--- src/rtl/hyperspectral_hw_wrapped_pkg.sv ---
// hyperspectral_hw_wrapped_pkg: shared state encoding and saturation limits for the band accumulator.
package hyperspectral_hw_wrapped_pkg;
   typedef enum logic {ACCUM = 1'b0, HOLD = 1'b1} state_t;
   localparam int ACC_W_DEF = 32;
   localparam logic signed [ACC_W_DEF-1:0] SAT_MAX_DEF = {1'b0, {(ACC_W_DEF-1){1'b1}}};
   localparam logic signed [ACC_W_DEF-1:0] SAT_MIN_DEF = {1'b1, {(ACC_W_DEF-1){1'b0}}};
endpackage

--- src/rtl/hyperspectral_hw_wrapped_band_accum.sv ---
// hyperspectral_hw_wrapped_band_accum: saturating per-pixel sum of signed band products,
// one result per pixel held until the downstream handshake completes.
module hyperspectral_hw_wrapped_band_accum
   import hyperspectral_hw_wrapped_pkg::*;
#(
   parameter int PROD_W    = 19,
   parameter int ACC_W     = ACC_W_DEF,
   parameter int NUM_BANDS = 224
) (
   input  logic                    clk,
   input  logic                    reset,
   input  logic                    in_valid,
   output logic                    in_ready,
   input  logic signed [PROD_W-1:0] in_data,
   input  logic                    in_last,
   output logic                    out_valid,
   input  logic                    out_ready,
   output logic signed [ACC_W-1:0] out_data,
   output logic                    out_sat,
   output logic                    out_err,
   output logic [15:0]             pix_cnt
);
   localparam int BW = $clog2(NUM_BANDS);
   localparam logic [BW-1:0] LAST_BAND = BW'(NUM_BANDS - 1);
   localparam logic signed [ACC_W-1:0] SAT_MAX = {1'b0, {(ACC_W-1){1'b1}}};
   localparam logic signed [ACC_W-1:0] SAT_MIN = {1'b1, {(ACC_W-1){1'b0}}};

   state_t                   state_q, state_d;
   logic signed [ACC_W-1:0]  acc_q, acc_d, out_data_q, out_data_d;
   logic [BW-1:0]            band_cnt_q, band_cnt_d;
   logic [15:0]              pix_cnt_q, pix_cnt_d;
   logic                     sat_q, sat_d, out_valid_q, out_valid_d;
   logic                     out_sat_q, out_sat_d, out_err_q, out_err_d;
   logic                     accept, first, at_last, term, ovf, sat_new;
   logic [ACC_W:0]           prod_x, sum;
   logic [ACC_W-1:0]         clamped;

   always_comb begin
      accept  = in_valid & (state_q == ACCUM);
      first   = band_cnt_q == '0;
      at_last = band_cnt_q == LAST_BAND;
      term    = accept & (in_last | at_last);
      prod_x  = {{(ACC_W+1-PROD_W){in_data[PROD_W-1]}}, in_data};
      // first beat loads fresh so nothing from the previous pixel leaks in
      sum     = first ? prod_x : {acc_q[ACC_W-1], acc_q} + prod_x;
      ovf     = sum[ACC_W] ^ sum[ACC_W-1];
      clamped = ovf ? (sum[ACC_W] ? SAT_MIN : SAT_MAX) : sum[ACC_W-1:0];
      sat_new = (first ? 1'b0 : sat_q) | ovf;
      state_d     = state_q;
      acc_d       = acc_q;
      band_cnt_d  = band_cnt_q;
      sat_d       = sat_q;
      out_valid_d = out_valid_q;
      out_data_d  = out_data_q;
      out_sat_d   = out_sat_q;
      out_err_d   = out_err_q;
      pix_cnt_d   = pix_cnt_q;
      if (accept) begin
         acc_d      = clamped;
         sat_d      = sat_new;
         band_cnt_d = term ? '0 : band_cnt_q + 1'b1;
      end
      if (term) begin
         out_data_d  = clamped;
         out_sat_d   = sat_new;
         out_err_d   = in_last ^ at_last;
         out_valid_d = 1'b1;
         pix_cnt_d   = pix_cnt_q + 16'd1;
         state_d     = HOLD;
      end
      if (state_q == HOLD && out_ready) begin
         out_valid_d = 1'b0;
         state_d     = ACCUM;
      end
   end

   always_ff @(posedge clk or posedge reset) begin
      if (reset) begin
         state_q     <= ACCUM;
         acc_q       <= '0;
         band_cnt_q  <= '0;
         sat_q       <= 1'b0;
         out_valid_q <= 1'b0;
         out_data_q  <= '0;
         out_sat_q   <= 1'b0;
         out_err_q   <= 1'b0;
         pix_cnt_q   <= '0;
      end else begin
         state_q     <= state_d;
         acc_q       <= acc_d;
         band_cnt_q  <= band_cnt_d;
         sat_q       <= sat_d;
         out_valid_q <= out_valid_d;
         out_data_q  <= out_data_d;
         out_sat_q   <= out_sat_d;
         out_err_q   <= out_err_d;
         pix_cnt_q   <= pix_cnt_d;
      end
   end

   assign in_ready  = state_q == ACCUM;
   assign out_valid = out_valid_q;
   assign out_data  = out_data_q;
   assign out_sat   = out_sat_q;
   assign out_err   = out_err_q;
   assign pix_cnt   = pix_cnt_q;
endmodule
--- config.mk ---
export PLATFORM = sky130hd
export DESIGN_NAME = hyperspectral_hw_wrapped_band_accum
export DESIGN_NICKNAME = d
export VERILOG_FILES = /design/src/rtl/hyperspectral_hw_wrapped_pkg.sv /design/src/rtl/hyperspectral_hw_wrapped_band_accum.sv
export SDC_FILE = /design/constraint.sdc
export NUM_CORES = 1
export LEC_CHECK = 0
export CORE_AREA = 8 8 148 150
export CTS_CLUSTER_DIAMETER = 50
export DETAILED_ROUTE_END_ITERATION = 6
export DIE_AREA = 0 0 156 158
export DONT_BUFFER_PORTS = 1
export PLACE_DENSITY = 0.48
export SLEW_MARGIN = 20
export SYNTH_ARGS = -nofsm -noshare
export SYNTH_HDL_FRONTEND = slang
export SYNTH_SLANG_ARGS = --single-unit
--- constraint.sdc ---
create_clock -name clk -period 5.19 [get_ports clk]
set_clock_uncertainty 0.1 [all_clocks]
set_input_delay 0.519 -clock clk [delete_from_list [all_inputs] [get_ports clk]]
set_output_delay 0.519 -clock clk [all_outputs]
set_load 0.1 [all_outputs]
* Word-level counts from Yosys, hierarchy flattened *
Index checks and enable logic that the tools add are counted.
Widths: inputs -> output; s select.

cells by class
  add/sub/neg operators = 3
  equality and inequality tests = 1
  multiplexer cells = 7
  bitwise gates (word level) = 7
  reductions and logical operators = 3

operator list
  cell                   number
  $mux 32                2
  $add 32x19->33         1
  $mux 33                1
  $add 16x1->16 const B  1
  $add 8x1->8 const B    1
  $eq 8x8->1 const B     1
  $logic_not 8->1        1
  $mux 8                 1
  $mux 1                 3
  $and 1x1->1            2
  $or 1x1->1             2
  $reduce_bool 2->1      1
  $xor 1x1->1            2
  $logic_and 1x1->1      1
  $not 1->1              1

storage, ports and cells
  bits in registers = 92

* Longest topological paths before layout *
Gate-level depths: netlist (run 1).

  word-level depth = 5
  mapped depth = 14

* Worst setup path before layout (run 1) *
OpenSTA, ideal clock, no wires.

  kind = register to register
  start = register out_valid (netlist name)
  end = register pix_cnt_q[13], in the netlist pix_cnt[13]
  library setup time = 0.158 ns
  arrival time = 3.227 ns
  data required time = 4.932 ns
  setup slack = 1.705 ns
  stages on the path, launching flop included = 9
  buffers on the path = 0
  cell sequence = dfrtp_1 > inv_1 > nand2_1 > nor2_1 > nand3_1 > or3_1 > nor2_1 > nand3_1 > xnor2_1

RTL lines
  item                    RTL line                                   RTL
  end signal: assignment  hyperspectral_hw_wrapped_band_accum.sv:97  pix_cnt_q <= pix_cnt_d;
  end: declaration        hyperspectral_hw_wrapped_band_accum.sv:31  logic [15:0] pix_cnt_q, pix_cnt_d;

* Worst setup path in the final report (run 1) *
  start = register acc_q[7]
  end = register out_data_q[0], in the netlist out_data[0]

between the ends
  cells in the longest elaborated chain, start to end = 4

RTL lines
  item                                    RTL line                                                                              RTL
  start: declaration                      hyperspectral_hw_wrapped_band_accum.sv:29                                             logic signed [ACC_W-1:0] acc_q, acc_d, out_data_q, out_data_d;
  start signal: assignment                hyperspectral_hw_wrapped_band_accum.sv:80                                             acc_q <= '0;
  start signal: assignment                hyperspectral_hw_wrapped_band_accum.sv:90                                             acc_q <= acc_d;
  $add 32x19->33 *                        hyperspectral_hw_wrapped_band_accum.sv:45                                             sum = first ? prod_x : {acc_q[ACC_W-1], acc_q} + prod_x;
  $mux 33 *                               hyperspectral_hw_wrapped_band_accum.sv:45
  $mux 32 or $xor 1x1->1 (tied branches)  hyperspectral_hw_wrapped_band_accum.sv:47, hyperspectral_hw_wrapped_band_accum.sv:46
  $mux 32 *                               hyperspectral_hw_wrapped_band_accum.sv:47                                             clamped = ovf ? (sum[ACC_W] ? SAT_MIN : SAT_MAX) : sum[ACC_W-1:0];
  end signal: assignment                  hyperspectral_hw_wrapped_band_accum.sv:94                                             out_data_q <= out_data_d;
  end: declaration                        hyperspectral_hw_wrapped_band_accum.sv:29

Every way passes the cells marked *; elsewhere a longest branch is shown, timed or not.
A chain may end at the register's enable or synchronous reset.

==> results_dict.tcl, run 1 <==
set metrics [dict create \
    port_buffers 0 \
    layout.cell_area.non_filler_mm2 0.006643 \
    layout_cells_sized_above_1_pct 9.000 \
    crit_path_max_fanout 18 \
    crit_path_top_delay_cell "and2_1" \
    timing_worst_setup_path_type "reg2reg" \
    antenna_violations_before_repair 0 \
    wl_per_cell_um 17.11 \
    final.period_utilization_pct 69.81 \
    worst_slew_margin_rel_pct 31.65 \
    finalWirelength_um 16600 \
    die-area_mm2 0.02465 \
    clock_slew_at_the_register_clock_pins_of_the_worst_setup_and_hold_paths_ns 0.07 \
    finalNetCount 756 \
    maxClockFrequency_mhz 276.0 \
    area_growth_syn_to_layout_pct 8.858 \
    grt_first_pass_wirelength_um 28020 \
    status "complete, no violations" \
    via_count_of_the_first_global_routing_pass 5287 \
    die_height_um 158 \
    number_of_instances_in_the_placed_design 953 \
    worst_ep_required_time_ns 5.31 \
    seq_area_frac_synth_pct 37.73 \
    clock-sinks 92 \
    netlist_area_mm2 0.006102 \
    most-common-layout-cells "nor2_1, dfrtp_1, nand2_1" \
    synth_fp_nets 775 \
    ys_async_sr_fraction_pct 100.0 \
    drtPass1Iterations 5 \
    cpMostUsedCell "a21oi_1" \
    global_route.usage.total_pct 14.20 \
    fp.dieW_um 156 \
    cts_tree "yes" \
    timing.final.hold_violations 0 \
    clock_path_buffers 2 \
    core_region_area_mm2 0.01971 \
    insertion_delay_of_the_later_clocked_pin_in_the_worst_skew_pair_ns 0.35 \
    tightest_slew_ns 1.025 \
    ios 76 \
    end_kind "register" \
    synth_warnings 0 \
    gpl.final_weighted_congestion 0.8682 \
    arrival_ns 3.75 \
    maxCapViolations 0 \
    syn_inst 714 \
    starting_density_of_the_core_pct 30.95 \
    num_rows 52 \
    post_layout_nonfiller_instances 970 \
    vias_per_cell 5.199 \
    final_antenna_net_count 0 \
    finalWorstPathRequiredPeriod_ns 3.623 \
    hold_path_class "in2reg" \
    final_slew_violations 0 \
    dpl_cell_area_mm2 0.006304 \
    cts_inserted_buffers 9 \
    synth_flop_cell "dfrtp_1" \
    clock_h_tree_levels 3 \
    syn_area_per_cell_um2 8.546 \
    finalSetupViolations 0 \
    crit_path_cell_trace "ha_1 > a21o_1 > or3_1 > o211ai_2 > a21oi_1 > nor2_1 > a21oi_1 > mux2i_4 > and2_1 > buf_4 > a21oi_1" \
    num_vias 5043 \
    timing.hold.ws_ns 0.1704 \
    first_iter_violations 321 \
    drc 0 \
    grt_overflow 0 \
    grt_setup_unrepaired "no" \
    slowest_delay_ns 0.67 \
    number_of_enable_flip_flop_cells_after_synthesis 0 \
    tns_ns 0 \
    diodes 0 \
    synth_cell_types 71 \
    post-dp-hpwl_um 12280 \
    grt_start_max_net_pins 68 \
    synth.ff_latch_count 92 \
    kind_of_start_point_of_the_critical_path "register" \
    mostFrequentLayoutCell "nor2_1" \
    ctsRootBufferMaster "clkbuf_16" \
]
-- path summary, 6_finish.rpt --
path                                       from                        to  slack [ns]  cells past startpoint
max in group asynchronous                 reset  out_data[24]$_DFFE_PP0P_        3.34                      3
min                                   out_ready     out_valid$_DFFE_PP0P_        0.17                      1
max reg2reg                acc_q[7]$_DFFE_PP0P_   out_data[0]$_DFFE_PP0P_        1.57                     11
min reg2reg                   sat_q$_DFFE_PP0P_         sat_q$_DFFE_PP0P_        0.41                      1
min in group asynchronous                 reset   out_data[8]$_DFFE_PP0P_        0.56                      2
max                        acc_q[7]$_DFFE_PP0P_   out_data[0]$_DFFE_PP0P_        1.57                     11
-- timing repair --
action                    CTS  global route
resized for setup           0             0
hold endpoints to repair   34             0
hold buffers                1             0
buffers inserted            0             0
-- cells in the mapped netlist (3+ instances only) --
cell | n | share of area [%]
o21ai_1 | 12 | 0.98
o21ai_2 | 10 | 1.4
nor4_1 | 3 | 0.31
and2_1 | 5 | 0.51
o21a_1 | 5 | 0.62
a31oi_1 | 6 | 0.62
o22a_1 | 6 | 0.86
ha_1 | 36 | 7.4
clkbuf_1 | 19 | 1.2
a21oi_1 | 77 | 6.3
inv_1 | 15 | 0.92
or3_1 | 6 | 0.62
nand2b_1 | 5 | 0.51
buf_1 | 4 | 0.25
and3_1 | 3 | 0.31
nand4_1 | 18 | 1.8
o311ai_0 | 3 | 0.43
dfrtp_1 | 92 | 38
o21ai_0 | 52 | 4.3
nand3_1 | 18 | 1.5
a22o_1 | 3 | 0.43
buf_2 | 9 | 0.74
nor2b_1 | 5 | 0.51
a21oi_2 | 10 | 1.4
nor2_1 | 96 | 5.9
nor3_1 | 7 | 0.57
xnor2_1 | 22 | 3.2
a211oi_1 | 7 | 0.86
xor2_1 | 16 | 2.3
a21o_1 | 9 | 1.1
nand2_1 | 79 | 4.9
buf_6 | 5 | 0.92
-- cell families (layout without fill, tap and decap cells) --
group           after synthesis  in the layout  synth area share (%)
simple gates                253            253                 18.58
xor+xnor                     38             38                 5.454
fa+ha+maj                    37             37                 7.710
compound gates              236            236                 25.22
mux                           4              4                0.9431
flops                        92             92                 37.73
buf+inv                      54             40                 4.367
-- cell type report --
type / count / area [um2]
flip-flops and latches: 92 / 2302
well taps: 270 / 337.8
fillers: 2073 / 13070
inverters: 15 / 58.81
clock buffers: 9 / 225.2
clock inverters: 7 / 103.9
multi-input cells: 568 / 3545
repair buffers: 9 / 70.07
-- routing by layer --
metal | track usage (%) | routed length [um]
met5 | 0 | 0
met4 | 4.575 | 207
met3 | 4.204 | 1037
met2 | 23.13 | 7719
met1 | 17.69 | 7637
-- metrics by stage --
| stage | util, % | worst slack (ns) |
|---|---|---|
| final | 33.70 | 1.567 |
| after detailed placement | 31.98 | 1.409 |
| after global placement | 31.98 | 1.479 |
| after floorplan | - | 1.705 |
| after CTS | 33.70 | 1.547 |
| after global routing | 33.70 | 1.290 |
-- state kept, by name (all words and copies together) (netlist names) --
register / flops
out_sat: 1
band_cnt_q: 8
out_data: 32
out_err: 1
acc_q: 32
sat_q: 1
out_valid: 1
pix_cnt: 16
-- worst max-delay path: cells and delay by family (launching register included) --
| family | cells | cell delay [ns] |
|---|---|---|
| AOI/OAI and AO/OA | 5 | 0.78 |
| DFF | 1 | 0.39 |
| adders and majority gates | 1 | 0.34 |
| and+or+nand+nor | 3 | 1.27 |
| buffers and inverters | 1 | 0.36 |
| muxes | 1 | 0.24 |
Power of run 1 is not shown: default switching activity piles up to over one toggle a cycle in this logic, so the estimate is an artifact.
==> run 2, diff against run 1 <==
Settings changed: PLACE_DENSITY 0.48 to 0.5.
Clock period 5.19 ns to 3.23 ns, I/O delays scaled along.
==> results_dict.tcl, run 2 (synthesis gave the netlist of run 1 again) <==
set metrics [dict create \
    status "complete, no violations" \
    post-dp-hpwl_um 12560 \
    arrival_ns 3.24 \
    most-common-layout-cells "nor2_1, dfrtp_1, nand2_1" \
    port_buffers 0 \
    ctsRootBufferMaster "clkbuf_16" \
    finalSetupViolations 0 \
    area_growth_syn_to_layout_pct 14.09 \
    maxClockFrequency_mhz 327.5 \
    end_kind "register" \
    worst_ep_required_time_ns 3.42 \
    die-area_mm2 0.02465 \
    starting_density_of_the_core_pct 30.95 \
    fp.dieW_um 156 \
    worst_slew_margin_rel_pct 34.26 \
    finalWirelength_um 17560 \
    clock_h_tree_levels 3 \
    finalNetCount 794 \
    global_route.usage.total_pct 14.30 \
    final.period_utilization_pct 94.52 \
    final_slew_violations 0 \
    crit_path_top_delay_cell "fa_1" \
    drc 0 \
    crit_path_cell_trace "ha_2 > inv_1 > fa_1 > nor2b_2 > o31a_1 > o211ai_2 > a21oi_2 > nor2_1 > a21boi_2 > mux2i_2 > buf_4 > a221o_1 > a21oi_1" \
    layout_cells_sized_above_1_pct 14.77 \
    seqCellArea_mm2 0.002302 \
    dpl_cell_area_mm2 0.006570 \
    vias_per_cell 5.207 \
    hold_path_class "in2reg" \
    insertion_delay_of_the_later_clocked_pin_in_the_worst_skew_pair_ns 0.36 \
    mostFrequentLayoutCell "nor2_1" \
    layout.cell_area.non_filler_mm2 0.006962 \
    timing.final.hold_violations 0 \
    worst-path-stages 13 \
    whs_path_depth 4 \
    drtPass1Iterations 5 \
    clock-sinks 92 \
    clock_path_buffers 2 \
    ios 76 \
    crit_path_max_fanout 4 \
    tightest_slew_ns 0.9861 \
    buffers_and_inverters_on_the_worst_path 2 \
    maxCapViolations 0 \
    final_antenna_net_count 0 \
    diodes 0 \
    antenna_violations_before_repair 0 \
    cts_tree "yes" \
    grt_start_max_net_pins 64 \
    ff2ff_path_depth 13 \
    first_iter_violations 197 \
    filler_cell_count 2101 \
    die_height_um 158 \
    num_vias 5249 \
    grt_overflow 0 \
    wl_per_cell_um 17.42 \
    kind_of_start_point_of_the_critical_path "register" \
    timing_worst_setup_path_type "reg2reg" \
    cts_inserted_buffers 9 \
    via_count_of_the_first_global_routing_pass 5163 \
    grt_first_pass_wirelength_um 27980 \
    core_region_area_mm2 0.01971 \
    slowest_delay_ns 0.40 \
    clock_slew_at_the_register_clock_pins_of_the_worst_setup_and_hold_paths_ns 0.07 \
    num_rows 52 \
    gpl.final_weighted_congestion 0.8563 \
    finalWorstPathRequiredPeriod_ns 3.053 \
    critical-path-top-delay-family "compound AO/OA/AOI/OAI gates" \
    multi_input_area_mm2 0.003583 \
]
[run 2: per-stage QoR]
step                hold WS (ns)    TNS (ns)  worst slack, ns  util [%]  cells
global placement          0.2458           0           0.2211     33.33    983
finish                    0.1472           0           0.1769     35.31   1008
detailed placement        0.2449           0           0.1476     33.33    983
CTS                       0.1392           0           0.1232     34.89   1001
floorplan                 0.3194           0          0.05632         -    714
global route              0.1586  -0.0002951       -0.0002951     35.31   1008
[run 2: area by class of cell]
cell class                 count  share of cell area (%)
multi-input combinational    569                   51.47
sequential                    92                   33.07
timing repair buffer          46                   5.572
tap                          270                   4.853
clock buffer                   9                   3.235
clock inverter                 7                  0.8986
inverter                      15                  0.8986
[run 2: repair_timing]
item                                   in CTS  in global routing
buffers inserted                            0                  6
endpoints found under the hold margin      51                  0
setup endpoints to repair                   0                 46
gates resized for setup                     0                  9
hold buffers                                2                  0
[run 2: metal layers]
metal  wire length (um)  vias to the layer above  part of all wire (%)  track usage [%]
met5                  0                        -                     0                0
met4                246                        0                   1.4            4.113
met3               1300                       19                   7.4            4.532
met2               8082                      116                    46            23.32
met1               7927                     2516                    45            17.81
li1                   -                     2598                     -                -
[run 2: worst min-delay path, cell delays in order]
cell and delay, ns:
nand2_1 0.03, nand2_1 0.04, o21ai_0 0.09, a21oi_1 0.07
[run 2: path summary, 6_finish.rpt]
path                                  startpoint  slack, ns                        to
min reg2reg                acc_q[31]$_DFFE_PP0P_       0.41     acc_q[31]$_DFFE_PP0P_
max                         acc_q[0]$_DFFE_PP0P_       0.18  out_data[17]$_DFFE_PP0P_
max in group asynchronous                  reset       1.80  out_data[23]$_DFFE_PP0P_
min                                   in_data[0]       0.15      acc_q[0]$_DFFE_PP0P_
max reg2reg                 acc_q[0]$_DFFE_PP0P_       0.18  out_data[17]$_DFFE_PP0P_
min in group asynchronous                  reset       0.44      acc_q[8]$_DFFE_PP0P_
Power of run 2 is left out for the same reason.
==> run 3, diff against run 2 <==
Settings changed: CORE_AREA 8 8 148 150 to 8 8 119 121, CTS_CLUSTER_DIAMETER 50 to 200, DIE_AREA 0 0 156 158 to 0 0 127 129, DONT_BUFFER_PORTS 1 to not set, PLACE_DENSITY 0.5 to 0.79.
==> results_dict.tcl, run 3 (synthesis gave the netlist of run 1 again) <==
set metrics [dict create \
    status "complete, no violations" \
    num_rows 41 \
    die-area_mm2 0.01638 \
    post-dp-hpwl_um 12750 \
    layout_cells_sized_above_1_pct 20.39 \
    finalWirelength_um 17580 \
    drtPass1Iterations 5 \
    max-vdd-ir-drop_uv 842.2 \
    finalNetCount 924 \
    cts_inserted_buffers 9 \
    comb_power_share_pct 68.8 \
    vias_per_cell 5.783 \
    maxCapViolations 0 \
    mostFrequentLayoutCell "buf_4" \
    drc 0 \
    grt_start_max_net_pins 58 \
    timing.final.hold_violations 0 \
    timing.hold.ws_ns 0.3322 \
    ios 76 \
    final.period_utilization_pct 95.51 \
    cts_tree "yes" \
    clock_h_tree_levels 3 \
    most-common-layout-cells "buf_4, nor2_1, dfrtp_1" \
    final_antenna_net_count 0 \
    grt_overflow 0 \
    crit_path_cell_trace "clkdlybuf4s50_1 > buf_12 > ha_1 > and4_1 > nand4_1 > nor2_2 > a21oi_4 > o21ai_4 > buf_4 > mux2i_4 > and2_1 > buf_12 > a31oi_1" \
    p_sw_share_pct 52.81 \
    kind_of_start_point_of_the_critical_path "input port" \
    global_route.usage.total_pct 22.06 \
    clock-sinks 92 \
    grt_first_pass_wirelength_um 29420 \
    tightest_slew_ns 0.9883 \
    filler_cell_count 1049 \
    final_slew_violations 0 \
    hold_path_class "in2async" \
    buffers_and_inverters_on_the_worst_path 4 \
    timing_worst_setup_path_type "in2reg" \
    internal-power_mw 4.588 \
    arrival_ns 3.20 \
    clock_slew_at_the_register_clock_pins_of_the_worst_setup_and_hold_paths_ns 0.07 \
    port_buffers 75 \
    antenna_violations_before_repair 0 \
    layout.cell_area.non_filler_mm2 0.007951 \
    dpl_cell_area_mm2 0.007612 \
    power_frac_clock_pct 11.7 \
    finalWorstPathRequiredPeriod_ns 3.085 \
    power_density_mw_per_mm2 1223 \
    via_count_of_the_first_global_routing_pass 6061 \
    sw_pwr_mw 5.136 \
    worst_ep_required_time_ns 3.34 \
    end_kind "register" \
    power.sequential.fraction_pct 19.5 \
    dp_worst_setup_slack_ns -0.2795 \
    diodes 0 \
    number_of_instances_in_the_placed_design 1001 \
    slowest_delay_ns 0.45 \
    critical-path-top-delay-family "buffers and inverters" \
    worst_slack_ns 0.1450 \
    gpl.final_weighted_congestion 0.9036 \
    starting_density_of_the_core_pct 49.56 \
    worst_slew_margin_rel_pct 33.90 \
    clock_path_buffers 2 \
    first_iter_violations 369 \
    crit_path_top_delay_cell "clkdlybuf4s50_1" \
    finalSetupViolations 0 \
    cpMostUsedCell "buf_12" \
    insertion_delay_of_the_later_clocked_pin_in_the_worst_skew_pair_ns 0.36 \
    core_region_area_mm2 0.01231 \
    wl_per_cell_um 17.27 \
    maxClockFrequency_mhz 324.1 \
    power_leakage_nw 3.443 \
    num_vias 5887 \
    die_height_um 129 \
    post_layout_nonfiller_instances 1018 \
    ctsRootBufferMaster "clkbuf_16" \
    crit_path_max_fanout 29 \
    ctsHoldBuffers 0 \
    area_growth_syn_to_layout_pct 30.31 \
    fp.dieW_um 127 \
]
## run 3: changes by cell type in the layout (fill, tap and decap cells not counted), moves of 2 or more
cell / before / now
ha_1: 33 / 36
ha_2: 3 / 0
inv_6: 4 / 2
buf_4: 41 / 114
dlygate4sd3_1: 2 / 0
clkdlybuf4s50_1: 0 / 58
## run 3: power groups by stage
stage / Clock, mW / Sequential [mW] / Combinational, mW
final: 1.14 / 1.90 / 6.69
after global routing: 1.21 / 1.95 / 7.17
after CTS: 1.16 / 1.90 / 6.62
after detailed placement: 0 / 1.91 / 6.58
after global placement: 0 / 1.90 / 6.46
after floorplan: 0 / 3.55 / 2.93
## run 3: metrics by stage
step                util (%)  total power [mW]  setup TNS [ns]
CTS                    64.40             9.674               0
floorplan                  -             6.472               0
global route           64.58             10.33       -0.005304
global placement       61.83             8.361          -5.661
detailed placement     61.83             8.493          -9.516
finish                 64.58             9.724               0
## run 3: layout make-up
type	instances	area, um2	share of cell area [%]
Clock inverter	7	91.34	1.149
Timing Repair Buffer	176	1516	19.07
Clock buffer	9	225.2	2.832
Inverter	15	62.56	0.7868
Tap cell	150	187.7	2.360
Sequential cell	92	2302	28.95
Multi-Input combinational cell	569	3566	44.85
## run 3: worst paths after layout
| check | slack (ns) | cells after the start | from | endpoint |
|---|---|---|---|---|
| min reg2reg | 0.38 | 1 | pix_cnt[15]$_DFFE_PP0P_ | pix_cnt[15]$_DFFE_PP0P_ |
| min in group clk | 0.38 | 1 | pix_cnt[15]$_DFFE_PP0P_ | pix_cnt[15]$_DFFE_PP0P_ |
| min | 0.33 | 2 | reset | out_data[3]$_DFFE_PP0P_ |
| max | 0.14 | 13 | in_data[18] | out_data[28]$_DFFE_PP0P_ |
| max reg2reg | 0.27 | 12 | acc_q[1]$_DFFE_PP0P_ | out_data[28]$_DFFE_PP0P_ |
| max in group asynchronous | 2.04 | 3 | reset | out_data[23]$_DFFE_PP0P_ |
## run 3: what timing repair did
| action | CTS | global route |
|---|---|---|
| buffers inserted | 0 | 0 |
| hold endpoints to repair | 0 | 0 |
| resized for setup | 0 | 4 |
| endpoints found under the setup margin | 0 | 18 |
## run 3: per-layer routing
metal / vias to the layer above / share of wire [%] / track usage, %
li1: 2861 / - / -
met1: 2795 / 42 / 26.08
met2: 189 / 49 / 38.89
met3: 42 / 5.9 / 3.641
met4: 0 / 2.8 / 9.517
met5: - / 0 / 0
Power figures use the tool's default switching activity.
